**src/rtl/pipeline_pkg.sv**
```systemverilog
// rtl/pipeline_pkg.sv - shared pipeline sizing constants and thread index type
//
// Contents:
//   NUM_THREADS       hardware thread count
//   THREAD_INDEX_BITS width of a thread index (clog2 of NUM_THREADS)
//   REG_INDEX_BITS    architectural register index width
//   DATA_WIDTH        datapath width
//   thread_idx_t      thread index type
package pipeline_pkg;

    localparam int NUM_THREADS       = 8;
    localparam int THREAD_INDEX_BITS = 3;
    localparam int REG_INDEX_BITS    = 5;
    localparam int DATA_WIDTH        = 32;

    typedef logic [THREAD_INDEX_BITS-1:0] thread_idx_t;

endpackage

```
**src/rtl/rr_arbiter.sv**
```systemverilog
// rtl/rr_arbiter.sv - combinational rotate-priority picker
//
// Ports:
//   req         in   N         request mask, bit i = requester i
//   ptr         in   IDX_BITS  last granted index; search starts just after it
//   grant_valid out  1         at least one request is set
//   grant_index out  IDX_BITS  first requester strictly after ptr, cyclically
module rr_arbiter #(
    parameter int N        = 8,
    parameter int IDX_BITS = 3
) (
    input  logic [N-1:0]        req,
    input  logic [IDX_BITS-1:0] ptr,
    output logic                grant_valid,
    output logic [IDX_BITS-1:0] grant_index
);

    // Walk from the farthest offset (ptr itself, lowest priority) toward
    // ptr+1 so the last hit written is the highest-priority requester.
    always_comb begin
        grant_valid = 1'b0;
        grant_index = '0;
        for (int k = N; k >= 1; k--) begin
            int pos;
            pos = int'(ptr) + k;
            if (pos >= N) begin
                pos = pos - N;
            end
            if (req[pos[IDX_BITS-1:0]]) begin
                grant_valid = 1'b1;
                grant_index = pos[IDX_BITS-1:0];
            end
        end
    end

endmodule

```
**src/rtl/thread_issue_scheduler.sv**
```systemverilog
// rtl/thread_issue_scheduler.sv - round-robin thread issue scheduler with pending-op tracking
//
// Optional feature macro: THREAD_SCHED_PERF_EN (bubble counter; tied to 0 when undefined)
//
// Ports:
//   clk               in   1                  clock, rising edge
//   rst               in   1                  async active-high reset
//   thread_enable     in   NUM_THREADS        per-thread enable mask
//   stall             in   1                  hold issue outputs and rr pointer
//   block_valid       in   1                  decode issued a long-latency op
//   block_thread      in   THREAD_INDEX_BITS  owner of that op
//   wb_flag           in   1                  mem2 write-back present
//   wb_thread         in   THREAD_INDEX_BITS  owner of the write-back
//   issue_valid       out  1                  registered: a thread was selected
//   issue_thread      out  THREAD_INDEX_BITS  registered: selected thread
//   eligible_mask     out  NUM_THREADS        combinational eligibility from state
//   err_overflow      out  1                  sticky: block on a saturated thread
//   err_underflow     out  1                  sticky: write-back with zero pending
//   perf_bubble_count out  32                 unstalled cycles with no eligible thread
module thread_issue_scheduler #(
    parameter int NUM_THREADS       = pipeline_pkg::NUM_THREADS,
    parameter int THREAD_INDEX_BITS = pipeline_pkg::THREAD_INDEX_BITS,
    parameter int MAX_PENDING       = 2,
    parameter int PEND_BITS         = 2
) (
    input  logic                         clk,
    input  logic                         rst,
    input  logic [NUM_THREADS-1:0]       thread_enable,
    input  logic                         stall,
    input  logic                         block_valid,
    input  logic [THREAD_INDEX_BITS-1:0] block_thread,
    input  logic                         wb_flag,
    input  logic [THREAD_INDEX_BITS-1:0] wb_thread,
    output logic                         issue_valid,
    output logic [THREAD_INDEX_BITS-1:0] issue_thread,
    output logic [NUM_THREADS-1:0]       eligible_mask,
    output logic                         err_overflow,
    output logic                         err_underflow,
    output logic [31:0]                  perf_bubble_count
);

    localparam logic [PEND_BITS-1:0] LP_MAX = PEND_BITS'(MAX_PENDING);

    logic [PEND_BITS-1:0]         r_pending [NUM_THREADS];
    logic [THREAD_INDEX_BITS-1:0] r_rr_ptr;
    logic [NUM_THREADS-1:0]       w_eligible;
    logic [NUM_THREADS-1:0]       w_inc;
    logic [NUM_THREADS-1:0]       w_dec;
    logic                         w_ovf;
    logic                         w_unf;
    logic                         w_grant_valid;
    logic [THREAD_INDEX_BITS-1:0] w_grant_index;

    // An index >= NUM_THREADS never matches any i, so it is silently dropped.
    always_comb begin
        w_eligible = '0;
        w_inc      = '0;
        w_dec      = '0;
        w_ovf      = 1'b0;
        w_unf      = 1'b0;
        for (int i = 0; i < NUM_THREADS; i++) begin
            w_eligible[i] = thread_enable[i] && (r_pending[i] < LP_MAX);
            if (block_valid && (block_thread == THREAD_INDEX_BITS'(i))) begin
                if (r_pending[i] < LP_MAX) begin
                    w_inc[i] = 1'b1;
                end else begin
                    w_ovf = 1'b1;
                end
            end
            if (wb_flag && (wb_thread == THREAD_INDEX_BITS'(i))) begin
                if (r_pending[i] != '0) begin
                    w_dec[i] = 1'b1;
                end else begin
                    w_unf = 1'b1;
                end
            end
        end
    end

    assign eligible_mask = w_eligible;

    rr_arbiter #(
        .N        (NUM_THREADS),
        .IDX_BITS (THREAD_INDEX_BITS)
    ) u_rr_arbiter (
        .req         (w_eligible),
        .ptr         (r_rr_ptr),
        .grant_valid (w_grant_valid),
        .grant_index (w_grant_index)
    );

    // Counters and error flags keep updating under stall; only the issue
    // outputs and the pointer freeze.
    always_ff @(posedge clk or posedge rst) begin
        if (rst) begin
            issue_valid   <= 1'b0;
            issue_thread  <= '0;
            r_rr_ptr      <= THREAD_INDEX_BITS'(NUM_THREADS - 1);
            err_overflow  <= 1'b0;
            err_underflow <= 1'b0;
            for (int i = 0; i < NUM_THREADS; i++) begin
                r_pending[i] <= '0;
            end
        end else begin
            for (int i = 0; i < NUM_THREADS; i++) begin
                if (w_inc[i] && !w_dec[i]) begin
                    r_pending[i] <= r_pending[i] + 1'b1;
                end else if (w_dec[i] && !w_inc[i]) begin
                    r_pending[i] <= r_pending[i] - 1'b1;
                end
            end
            if (w_ovf) begin
                err_overflow <= 1'b1;
            end
            if (w_unf) begin
                err_underflow <= 1'b1;
            end
            if (!stall) begin
                if (w_grant_valid) begin
                    issue_valid  <= 1'b1;
                    issue_thread <= w_grant_index;
                    r_rr_ptr     <= w_grant_index;
                end else begin
                    issue_valid  <= 1'b0;
                end
            end
        end
    end

`ifdef THREAD_SCHED_PERF_EN
    logic [31:0] r_bubble_count;

    always_ff @(posedge clk or posedge rst) begin
        if (rst) begin
            r_bubble_count <= 32'd0;
        end else if (!stall && !(|w_eligible) && (r_bubble_count != 32'hFFFF_FFFF)) begin
            r_bubble_count <= r_bubble_count + 32'd1;
        end
    end

    assign perf_bubble_count = r_bubble_count;
`else
    assign perf_bubble_count = 32'd0;
`endif

endmodule

```
**config.mk**
```make
export PLATFORM = sky130hd
export DESIGN_NAME = thread_issue_scheduler
export DESIGN_NICKNAME = d
export VERILOG_FILES = /design/src/rtl/pipeline_pkg.sv /design/src/rtl/rr_arbiter.sv /design/src/rtl/thread_issue_scheduler.sv
export SDC_FILE = /design/constraint.sdc
export NUM_CORES = 1
export LEC_CHECK = 0
export BUFFER_PORTS_ARGS = -buffer_cell sky130_fd_sc_hd__buf_2
export CAP_MARGIN = 20
export CORE_UTILIZATION = 41
export DETAILED_ROUTE_END_ITERATION = 10
export GPL_TIMING_DRIVEN = 0
export HOLD_SLACK_MARGIN = 0.05
export PLACE_DENSITY = 0.69
export REMOVE_ABC_BUFFERS = 1
export SLEW_MARGIN = 20
export SYNTH_ARGS = -nofsm -noshare
export SYNTH_HDL_FRONTEND = slang
export SYNTH_SLANG_ARGS = --single-unit
```
**constraint.sdc**
```tcl
create_clock -name clk -period 4.1 [get_ports clk]
set_input_delay 1.025 -clock clk [delete_from_list [all_inputs] [get_ports clk]]
set_output_delay 1.025 -clock clk [all_outputs]
set_load 0.02 [all_outputs]
```
# Word-level counts from Yosys, hierarchy flattened
# Index checks and enable logic that the tools add are counted.
[classes] addsub=32 order_cmp=24 n_eq_ne=14 mux=121 n_bitwise=1 n_reduce_logical=75
[ops] operator="$mux W1" n=81
[ops] operator="$mux W3" n=16
[ops] operator="$logic_and A1 B1 Y1" n=40
[ops] operator="$lt A3 B4 Y1 const B" n=8
[ops] operator="$mux W2" n=16
[ops] operator="$reduce_bool A2 Y1" n=16
[ops] operator="$ge A4 B4 Y1 const B" n=7
[ops] operator="$bmux W1 S3" n=8
[ops] operator="$eq A3 B3 Y1 const B" n=8
[ops] operator="$sub A3 B1 Y3 const B" n=8
[ops] operator="$add A2 B1 Y2 const B" n=8
[ops] operator="$add A3 B3 Y4 const B" n=4
[ops] operator="$logic_not A1 Y1" n=16
[ops] operator="$lt A2 B2 Y1 const B" n=8
[ops] operator="$sub A2 B1 Y2 const B" n=8
[ops] operator="$eq A3 B2 Y1 const B" n=4
[ops] operator="$add A3 B2 Y4 const B" n=2
[ops] operator="$eq A3 B1 Y1 const B" n=2
[ops] operator="$logic_not A3 Y1" n=2
[ops] operator="$add A3 B4 Y5 const B" n=1
[ops] operator="$ge A5 B4 Y1 const B" n=1
[ops] operator="$add A3 B1 Y4 const B" n=1
[ops] operator="$reduce_and A2 Y1" n=1
[ops] operator="$not A1 Y1" n=1
[word_totals] ff_bits=25 input_bits=19 output_inout_bits=46 word_cells=280

# Logic depth before layout (Yosys ltp)
# Gate-level depths: netlist of run 1.
[depth] depth_word=17 mapped_depth=12 ltp_nobuf=9

# Hierarchy
# A second synthesis of run 1 with hierarchy kept.
[unflattened] cells_unflattened=261 hier_area_um2=2401.1
[by_module_without_submodules] mod="thread_issue_scheduler" instances=1 cells_each=184 area_per_inst_um2=1726.7 seq_area_each_um2=629.4
[by_module_without_submodules] mod="rr_arbiter" instances=1 cells_each=77 area_per_inst_um2=674.4 seq_area_each_um2=0.0

# Worst setup path after synthesis of run 1
# No wires, ideal clock.
[synth_timing] path_type="register -> register" startpoint="reg r_rr_ptr[0]" endpoint="reg issue_thread[1]" setup_time_ps=130 arrival_time_ps=2770 t_required_ps=3970 slack_ps=1200 stages_incl_launch_ff=13 period_less_slack_ps=2900 path_cell_list="dfstp_2 -> buf_2 -> inv_2 -> buf_6 -> ha_1 -> clkbuf_1 -> xor2_1 -> mux4_2 -> mux2_4 -> o2bb2ai_2 -> o211a_1 -> o311ai_2 -> nand2_1"
[synth_between] elab_chain_len=14 word_cells_on_any_way=65
[synth_lines] item="from (decl)" line_no="thread_issue_scheduler.sv:45" rtl="logic [THREAD_INDEX_BITS-1:0] r_rr_ptr;"
[synth_lines] item="from (signal assigned)" line_no="thread_issue_scheduler.sv:98" rtl="r_rr_ptr <= THREAD_INDEX_BITS'(NUM_THREADS - 1);"
[synth_lines] item="from (signal assigned)" line_no="thread_issue_scheduler.sv:122" rtl="r_rr_ptr <= w_grant_index;"
[synth_lines] item="$add A3 B4 Y5" line_no="rr_arbiter.sv:25" rtl="pos = int'(ptr) + k;"
[synth_lines] item="$ge A5 B4 Y1 / $sub A3 B1 Y3 (equally long branches)" line_no="rr_arbiter.sv:26, rr_arbiter.sv:27"
[synth_lines] item="$mux W3" line_no="rr_arbiter.sv:26" rtl="if (pos >= N) begin"
[synth_lines] item="$bmux W1 S3" line_no="rr_arbiter.sv:29" rtl="if (req[pos[IDX_BITS-1:0]]) begin"
[synth_lines] item="$mux W1 (implied by the code)" line_no="rr_arbiter.sv:29"
[synth_lines] item="$mux W1 (8 in series)" line_no="rr_arbiter.sv:29"
[synth_lines] item="$reduce_and A2 Y1 (no source line)"
[synth_lines] item="to (signal assigned)" line_no="thread_issue_scheduler.sv:121" rtl="issue_thread <= w_grant_index;"
[synth_lines] item="to (decl)" line_no="thread_issue_scheduler.sv:35" rtl="output logic [THREAD_INDEX_BITS-1:0] issue_thread,"
# Parallel ways exist; a longest one is shown, timed or not. The select of a mux whose other input is x is not followed.
# A chain may end at the register's enable or synchronous reset.

# Final worst setup path of run 1
[layout_timing] startpoint="reg r_rr_ptr[0]" endpoint="reg issue_thread[2]"
# The elaborated chain is that of the path after synthesis.

==> flow_summary.json, run 1 <==
{
  "rsz0062_at_grt": "false",
  "gp_congestion": 0.880,
  "drv_cap": 0,
  "synth.most_common_cell": "buf_4",
  "grt_max_degree": 26,
  "routed_wl_um": 5800,
  "p_seq_frac": 0.251,
  "synth_edf_count": 0,
  "critical_path.top_delay_family": "compound AO/OA/AOI/OAI gates",
  "max_clock_freq_mhz": 283,
  "cp-start-kind": "flip-flop",
  "clockPowerShare": 0.062,
  "root_buffer": "clkbuf_8",
  "grt_pass1_vias": 1950,
  "ys_ff_latch": 25,
  "clock-sinks": 25,
  "setup_violations": 0,
  "fp-row-count": 29,
  "fin_ws_ns": 0.565,
  "crit_fanout": 16,
  "tns_ns": 0,
  "port_buffers": 32,
  "cts_resized": 0,
  "clk_latency_ns": 0.27,
  "synthDistinctLibCells": 59,
  "min_period_ns": 3.53,
  "die_h_um": 84.1,
  "cts-hold-fix-buffers": 0,
  "dieWidth_um": 84.1,
  "ys_top_cells_by_area": "dfrtp_1 (20%), mux4_2 (11%), buf_4 (9.2%), mux2i_1 (5.4%), xor2_1 (5.4%)",
  "drc": 10,
  "report.final.slew_viol_count": 0,
  "worst_slew_pin_slew_ns": 0.919,
  "ff2ff_path_depth": 9,
  "postLayoutCoreUtil": 0.444,
  "ant_nets": 0,
  "r2r_end": "issue_thread[2]",
  "ir_worst_vdd_v": 0.000310,
  "switching_power_mw": 1.16,
  "syn_inst": 286,
  "cp.required_ns": 4.25,
  "grt_pass1_wl_um": 9640,
  "vias": 2143,
  "synth_top_area_frac": 0.199,
  "cp.depth": 9,
  "synth_ff_type": "dfrtp_1",
  "nets": 337,
  "yosys_warnings": 0,
  "reg2reg_from": "r_rr_ptr[0]",
  "yosysSeqAreaShare": 0.228,
  "netlist_area_um2": 2760,
  "cts_tree": "yes",
  "fin_worst_skew_ns": 0.00514,
  "r2r_setup_slack_ns": 0.57,
  "combPwrFrac": 0.686,
  "slowest_stage": "dfstp_2",
  "core_um2": 6420,
  "top_layer": "met4",
  "dieArea_um2": 7070,
  "cpPeakStageDelay_ns": 0.84,
  "hpwl_um": 4450,
  "cts_buffers": 3,
  "num_antenna_cells": 0,
  "synth_commonest_cells": "buf_4 (34), nor2_1 (30), dfrtp_1 (22), xor2_1 (17), mux2i_1 (15)",
  "cts_setup_buffers": 0,
  "initial_utilization": 0.430,
  "crit_start": "r_rr_ptr[0]",
  "via_per_inst": 5.58,
  "min_period_over_period": 0.862,
  "endpoint": "issue_thread[2]",
  "powerDensity_nw_per_um2": 832,
  "route.met2.wl_um": 2870,
  "grt_usage": 0.167,
  "num_io_pins": 65,
  "switching_share": 0.487,
  "synth_top_area_cell": "dfrtp_1",
  "p_int_mw": 1.22,
  "status": "finished with violations",
  "wl_per_cell_um": 15.1,
  "h-tree-depth": 1,
  "async_flop_share": 1.00,
  "hold_viol_final": 0,
  "clkTransAtPathRegs_ns": 0.09,
  "place_ws_ns": 0.591,
  "antenna_found_initial": 0,
  "drt_iter0_drc": 159,
  "slew_headroom": 0.384,
  "avgSynthCellArea_um2": 9.66,
  "clockBufferDepth": 2,
  "area_growth_pct": 3.31,
  "drt-met1-wl_um": 2630,
  "critical_path_class": "reg -> reg",
  "critPathCaptureType": "flip-flop",
  "firstDrtPassIters": 8,
  "cp_cell_sequence": "inv_2, ha_1, clkinv_1, mux4_2, o21ai_0, o2bb2ai_1, o221ai_1, a311oi_1, nor2_1",
  "route.met3.wl_um": 295,
  "crit_buf_inv": 2,
  "drive_above_1_share": 0.218,
  "p_leak_nw": 1.27,
  "grt_overflow_total": 0,
  "worstHoldPathType": "reg -> reg",
  "arrival_ns": 3.68,
  "violations": "DRC"
}
registers in the layout (all words and copies together) (netlist names):
name / cells
err_overflow: 1
err_underflow: 1
issue_thread: 3
issue_valid: 1
r_pending: 16
r_rr_ptr: 3
metrics by stage:
| stage | hold slack [ns] | instances | instance area (um2) | total power [mW] |
|---|---|---|---|---|
| floorplan | 0.485 | 271 | 2550 | 1.87 |
| global placement | 0.445 | 380 | 2810 | 2.18 |
| detailed placement | 0.447 | 380 | 2810 | 2.21 |
| CTS | 0.479 | 384 | 2850 | 2.36 |
| global route | 0.496 | 384 | 2850 | 2.56 |
| finish | 0.472 | 384 | 2850 | 2.37 |
layout by cell type, fill, tap and decap left out, drive strengths merged, types with 3 or more instances in the layout:
cell and instances:
nand4b 3, or2 3, conb 32, o211ai 4
o21ai 4, mux2 5, mux2i 15, dfstp 3
o2bb2ai 4, nand2b 11, nor2 30, nor3 8
clkinv 3, buf 32, a221oi 4, dfrtp 22
xor2 17, a21oi 5, inv 13, nor2b 3
nand2 11, ha 10, nor4 3, a211oi 4
xnor2 13, clkbuf 4, a22oi 3, mux4 16
layout make-up:
class,instances,area (um2)
multi-input cells,230,1860
repair buffers,32,160
well taps,77,96.3
flip-flops and latches,25,629
clock buffers,4,45.0
fillers,619,3570
inverters,16,60.1
worst min-delay path by stage:
stage	start	to	depth (start not counted)
after floorplan	r_pending[0]	r_pending[0]	1
after global placement	err_underflow	err_underflow	1
after detailed placement	err_underflow	err_underflow	1
after CTS	err_underflow	err_underflow	1
after global routing	err_underflow	err_underflow	1
final	err_underflow	err_underflow	1
power by group through the flow:
stage	Clock, mW	Sequential (mW)	Combinational, mW
2_1_floorplan	0	0.568	1.30
3_3_place_gp	0	0.594	1.58
3_5_place_dp	0	0.597	1.61
4_1_cts	0.154	0.595	1.62
5_1_grt	0.167	0.625	1.77
6_report	0.148	0.597	1.63
logic make-up after synthesis:
group	share of synthesized area
simple gates	0.149
buf+inv	0.140
compound gates	0.131
mux	0.211
xor+xnor	0.0952
flops	0.228
fa+ha+maj	0.0453
other cells	0.00136
routing by layer:
layer,global-route usage,vias up
met1,0.229,1050
met4,0.0188,0
li1,-,1016
met5,0,-
met3,0.0277,2
met2,0.285,75
No activity file was read; power rests on OpenSTA's default activity.
==> inputs of run 2 (changes only) <==
--- a/config.mk
+++ b/config.mk
@@ -5,13 +5,13 @@
 export SDC_FILE = /design/constraint.sdc
 export NUM_CORES = 1
 export LEC_CHECK = 0
-export BUFFER_PORTS_ARGS = -buffer_cell sky130_fd_sc_hd__buf_2
 export CAP_MARGIN = 20
 export CORE_UTILIZATION = 41
 export DETAILED_ROUTE_END_ITERATION = 10
+export DONT_BUFFER_PORTS = 1
 export GPL_TIMING_DRIVEN = 0
 export HOLD_SLACK_MARGIN = 0.05
-export PLACE_DENSITY = 0.69
+export PLACE_DENSITY = 0.6
 export REMOVE_ABC_BUFFERS = 1
 export SLEW_MARGIN = 20
 export SYNTH_ARGS = -nofsm -noshare
==> flow_summary.json, run 2 (synthesis gave the netlist of run 1 again) <==
{
  "fp-row-count": 29,
  "port_buffers": 0,
  "cts-hold-fix-buffers": 0,
  "h-tree-depth": 1,
  "critical_path_class": "reg -> reg",
  "min_period_ns": 3.69,
  "gp_congestion": 0.792,
  "met3_usage": 0.0465,
  "drc": 8,
  "vias": 1974,
  "tns_ns": 0,
  "dieArea_um2": 7070,
  "use_met2": 0.264,
  "via_per_inst": 5.59,
  "worst_slew_pin_slew_ns": 0.482,
  "final_common_cell": "conb_1",
  "largest_register": "r_pending",
  "report.final.slew_viol_count": 0,
  "p_leak_nw": 1.15,
  "combPwrFrac": 0.671,
  "min_period_over_period": 0.899,
  "num_io_pins": 65,
  "routed_wl_um": 5810,
  "largest_reg_flops": 16,
  "clock-sinks": 25,
  "cts_resized": 0,
  "status": "finished with violations",
  "cp-start-kind": "flip-flop",
  "grt_max_degree": 26,
  "wl_per_cell_um": 16.5,
  "clkTransAtPathRegs_ns": 0.09,
  "grt_pass1_vias": 1812,
  "p_int_mw": 1.19,
  "initial_utilization": 0.430,
  "switching_share": 0.491,
  "drt_iter0_drc": 115,
  "cts_setup_buffers": 0,
  "setup_violations": 0,
  "area_growth_pct": -1.50,
  "fin_worst_skew_ns": 0.00538,
  "hold_slack_ns": 0.524,
  "max_clock_freq_mhz": 271,
  "core_um2": 6420,
  "switching_power_mw": 1.14,
  "root_buffer": "clkbuf_8",
  "arrival_ns": 3.82,
  "firstDrtPassIters": 7,
  "antenna_found_initial": 0,
  "crit_fanout": 16,
  "ir_worst_vdd_v": 0.000339,
  "cts_buffers": 3,
  "use_met1": 0.241,
  "grt_pass1_wl_um": 9610,
  "ant_nets": 0,
  "p_seq_frac": 0.266,
  "rsz0062_at_grt": "false",
  "dieWidth_um": 84.1,
  "grt_overflow_total": 0,
  "hpwl_um": 4390,
  "critPathCaptureType": "flip-flop",
  "grt_usage": 0.169,
  "worstHoldPathType": "reg -> reg",
  "top_usage_layer": "met2",
  "hold_viol_final": 0,
  "die_h_um": 84.1,
  "cp.required_ns": 4.24,
  "violations": "DRC",
  "drv_cap": 0,
  "reg_top3": "r_pending (16), issue_thread (3), r_rr_ptr (3)",
  "clk_latency_ns": 0.27,
  "nets": 306,
  "drive_above_1_share": 0.130,
  "num_antenna_cells": 0,
  "cts_tree": "yes",
  "mostFrequentLayoutCells": "conb_1 (32), nor2_1 (30), dfrtp_1 (22), xor2_1 (17), mux2i_1 (15)",
  "clockBufferDepth": 2,
  "clockPowerShare": 0.063,
  "powerDensity_nw_per_um2": 856,
  "slew_headroom": 0.670
}
[run 2: path summary, 6_finish.rpt]
path                                   end  depth (start not counted)          from  slack (ns)
max                        issue_thread[2]                          8   r_rr_ptr[0]        0.41
min                           r_pending[2]                          1  r_pending[2]        0.52
max reg2reg                issue_thread[2]                          8   r_rr_ptr[0]        0.41
min reg2reg                   r_pending[2]                          1  r_pending[2]        0.52
max in group asynchronous      r_rr_ptr[0]                          2           rst        3.10
min in group asynchronous  issue_thread[0]                          1           rst        0.55
[run 2: layout make-up]
class	instances	area, um2
Timing Repair Buffer	1	27.5
Clock buffer	4	45.0
Fill cell	628	3700
Inverter	16	60.1
Sequential cell	25	629
Tap cell	77	96.3
Multi-Input combinational cell	230	1860
[run 2: power groups by stage]
stage               clock network (mW)  registers, mW  logic (mW)
floorplan                            0          0.568        1.30
global placement                     0          0.624        1.53
detailed placement                   0          0.622        1.55
CTS                              0.157          0.620        1.55
global route                     0.165          0.647        1.70
finish                           0.146          0.620        1.56
[run 2: per-stage QoR]
step / area (um2) / setup WS, ns / util / power, mW / std cells
4_1_cts: 2690 / 0.434 / 0.419 / 2.33 / 352
3_5_place_dp: 2650 / 0.452 / 0.412 / 2.17 / 348
5_1_grt: 2720 / 0.173 / 0.424 / 2.51 / 353
2_1_floorplan: 2550 / 1.10 / - / 1.87 / 271
6_report: 2720 / 0.414 / 0.424 / 2.33 / 353
3_3_place_gp: 2650 / 0.492 / 0.412 / 2.16 / 348
[run 2: routing by layer]
layer | up-vias | share of wire | wire length, um
li1 | 961 | - | -
met1 | 946 | 0.45 | 2630
met2 | 65 | 0.48 | 2770
met3 | 2 | 0.067 | 392
met4 | 0 | 0.0040 | 23
met5 | - | 0 | 0
[run 2: critical path: stages, from the launching register on]
cell      delay (ns)
dfstp_2         0.84
inv_2           0.28
ha_1            0.61
clkinv_1        0.37
mux4_2          0.43
a221oi_1        0.28
o221ai_1        0.19
a311oi_1        0.44
nor2_1          0.10
==> inputs of run 3 (changes only) <==
--- a/config.mk
+++ b/config.mk
@@ -12,7 +12,6 @@
 export GPL_TIMING_DRIVEN = 0
 export HOLD_SLACK_MARGIN = 0.05
 export PLACE_DENSITY = 0.6
-export REMOVE_ABC_BUFFERS = 1
 export SLEW_MARGIN = 20
 export SYNTH_ARGS = -nofsm -noshare
 export SYNTH_HDL_FRONTEND = slang
==> flow_summary.json, run 3 (synthesis gave the netlist of run 1 again) <==
{
  "initial_utilization": 0.430,
  "grt_pass1_vias": 2061,
  "fp-row-count": 29,
  "die_h_um": 84.1,
  "vias": 2145,
  "tns_ns": 0,
  "grt_pass1_wl_um": 10200,
  "p_leak_nw": 1.37,
  "root_buffer": "clkbuf_8",
  "gp_congestion": 0.865,
  "nets": 352,
  "reg_top3": "r_pending (16), issue_thread (3), r_rr_ptr (3)",
  "cts-hold-fix-buffers": 0,
  "ir_worst_vdd_v": 0.000266,
  "dieWidth_um": 84.1,
  "grt_usage": 0.178,
  "largest_reg_flops": 16,
  "largest_register": "r_pending",
  "cp-start-kind": "flip-flop",
  "clock-sinks": 25,
  "drv_cap": 0,
  "drive_above_1_share": 0.236,
  "final_common_cell": "buf_4",
  "slew_headroom": 0.666,
  "min_period_over_period": 0.813,
  "report.final.slew_viol_count": 0,
  "worst_slew_pin_slew_ns": 0.487,
  "crit_fanout": 10,
  "drt_iter0_drc": 113,
  "via_per_inst": 5.38,
  "hpwl_um": 4780,
  "powerDensity_nw_per_um2": 789,
  "critical_path_class": "reg -> reg",
  "setup_violations": 0,
  "cts_tree": "yes",
  "cts_buffers": 3,
  "clkTransAtPathRegs_ns": 0.08,
  "ant_nets": 0,
  "cp.required_ns": 4.24,
  "routed_wl_um": 5930,
  "postLayoutCoreUtil": 0.474,
  "antenna_found_initial": 0,
  "rsz0062_at_grt": "false",
  "grt_max_degree": 26,
  "violations": "DRC",
  "h-tree-depth": 1,
  "num_io_pins": 65,
  "mostFrequentLayoutCells": "buf_4 (34), conb_1 (32), nor2_1 (30), dfrtp_1 (22), xor2_1 (17)",
  "clk_latency_ns": 0.27,
  "critPathCaptureType": "flip-flop",
  "wl_per_cell_um": 14.9,
  "area_growth_pct": 10.3,
  "fin_worst_skew_ns": 0.00814,
  "drc": 8,
  "dieArea_um2": 7070,
  "min_period_ns": 3.33,
  "status": "finished with violations",
  "arrival_ns": 3.47,
  "cts_resized": 0,
  "hold_viol_final": 0,
  "max_clock_freq_mhz": 300,
  "core_um2": 6420,
  "cts_setup_buffers": 0,
  "worstHoldPathType": "reg -> reg",
  "num_antenna_cells": 0,
  "r2r_setup_slack_ns": 0.77,
  "firstDrtPassIters": 7,
  "port_buffers": 0,
  "grt_overflow_total": 0,
  "clockBufferDepth": 2
}
-- run 3: cell type report --
type	instances	area (um2)
repair buffers	1	27.5
plain buffers	46	327
multi-input cells	230	1860
flip-flops and latches	25	629
fillers	608	3380
well taps	77	96.3
clock buffers	4	45.0
inverters	16	60.1
-- run 3: worst max-delay path, cell delays in order (launching register included) --
cell and delay, ns:
dfstp_2 0.55, buf_2 0.21, inv_2 0.10, buf_6 0.16, ha_1 0.27, clkbuf_2 0.24, clkinv_1 0.31, mux4_2 0.42
a221oi_1 0.29, o221ai_1 0.17, a311oi_1 0.38, nor2_1 0.10
-- run 3: layer usage --
metal	vias up	routed length (um)	GRT usage
met3	4	326	0.0475
met5	-	0	0
met4	0	25	0.0266
met2	50	2950	0.312
met1	1041	2630	0.223
li1	1050	-	-
-- run 3: stage by stage --
stage	total power [mW]	cells	area [um2]	worst slack, ns	hold slack (ns)
after floorplan	1.94	317	2880	1.20	0.485
after global placement	2.23	394	2970	0.771	0.503
after detailed placement	2.25	394	2970	0.737	0.507
after CTS	2.41	398	3020	0.720	0.525
after global routing	2.61	399	3050	0.549	0.547
final	2.40	399	3050	0.766	0.518
-- run 3: report_power, final --
group	leakage, nW	internal [mW]	total, mW	switching (mW)
Combinational	1.07	0.800	1.72	0.916
Clock	0.0228	0.0695	0.147	0.0778
Sequential	0.283	0.378	0.541	0.164
Total	1.37	1.25	2.40	1.16
-- run 3: worst paths after layout --
kind / startpoint / to / depth (start not counted)
min in group asynchronous: rst / issue_thread[2] / 1
worst min register to register: r_pending[0] / r_pending[0] / 1
worst min-delay path: r_pending[0] / r_pending[0] / 1
worst max-delay path: r_rr_ptr[0] / issue_thread[2] / 11
worst max register to register: r_rr_ptr[0] / issue_thread[2] / 11
max in group asynchronous: rst / r_rr_ptr[0] / 2
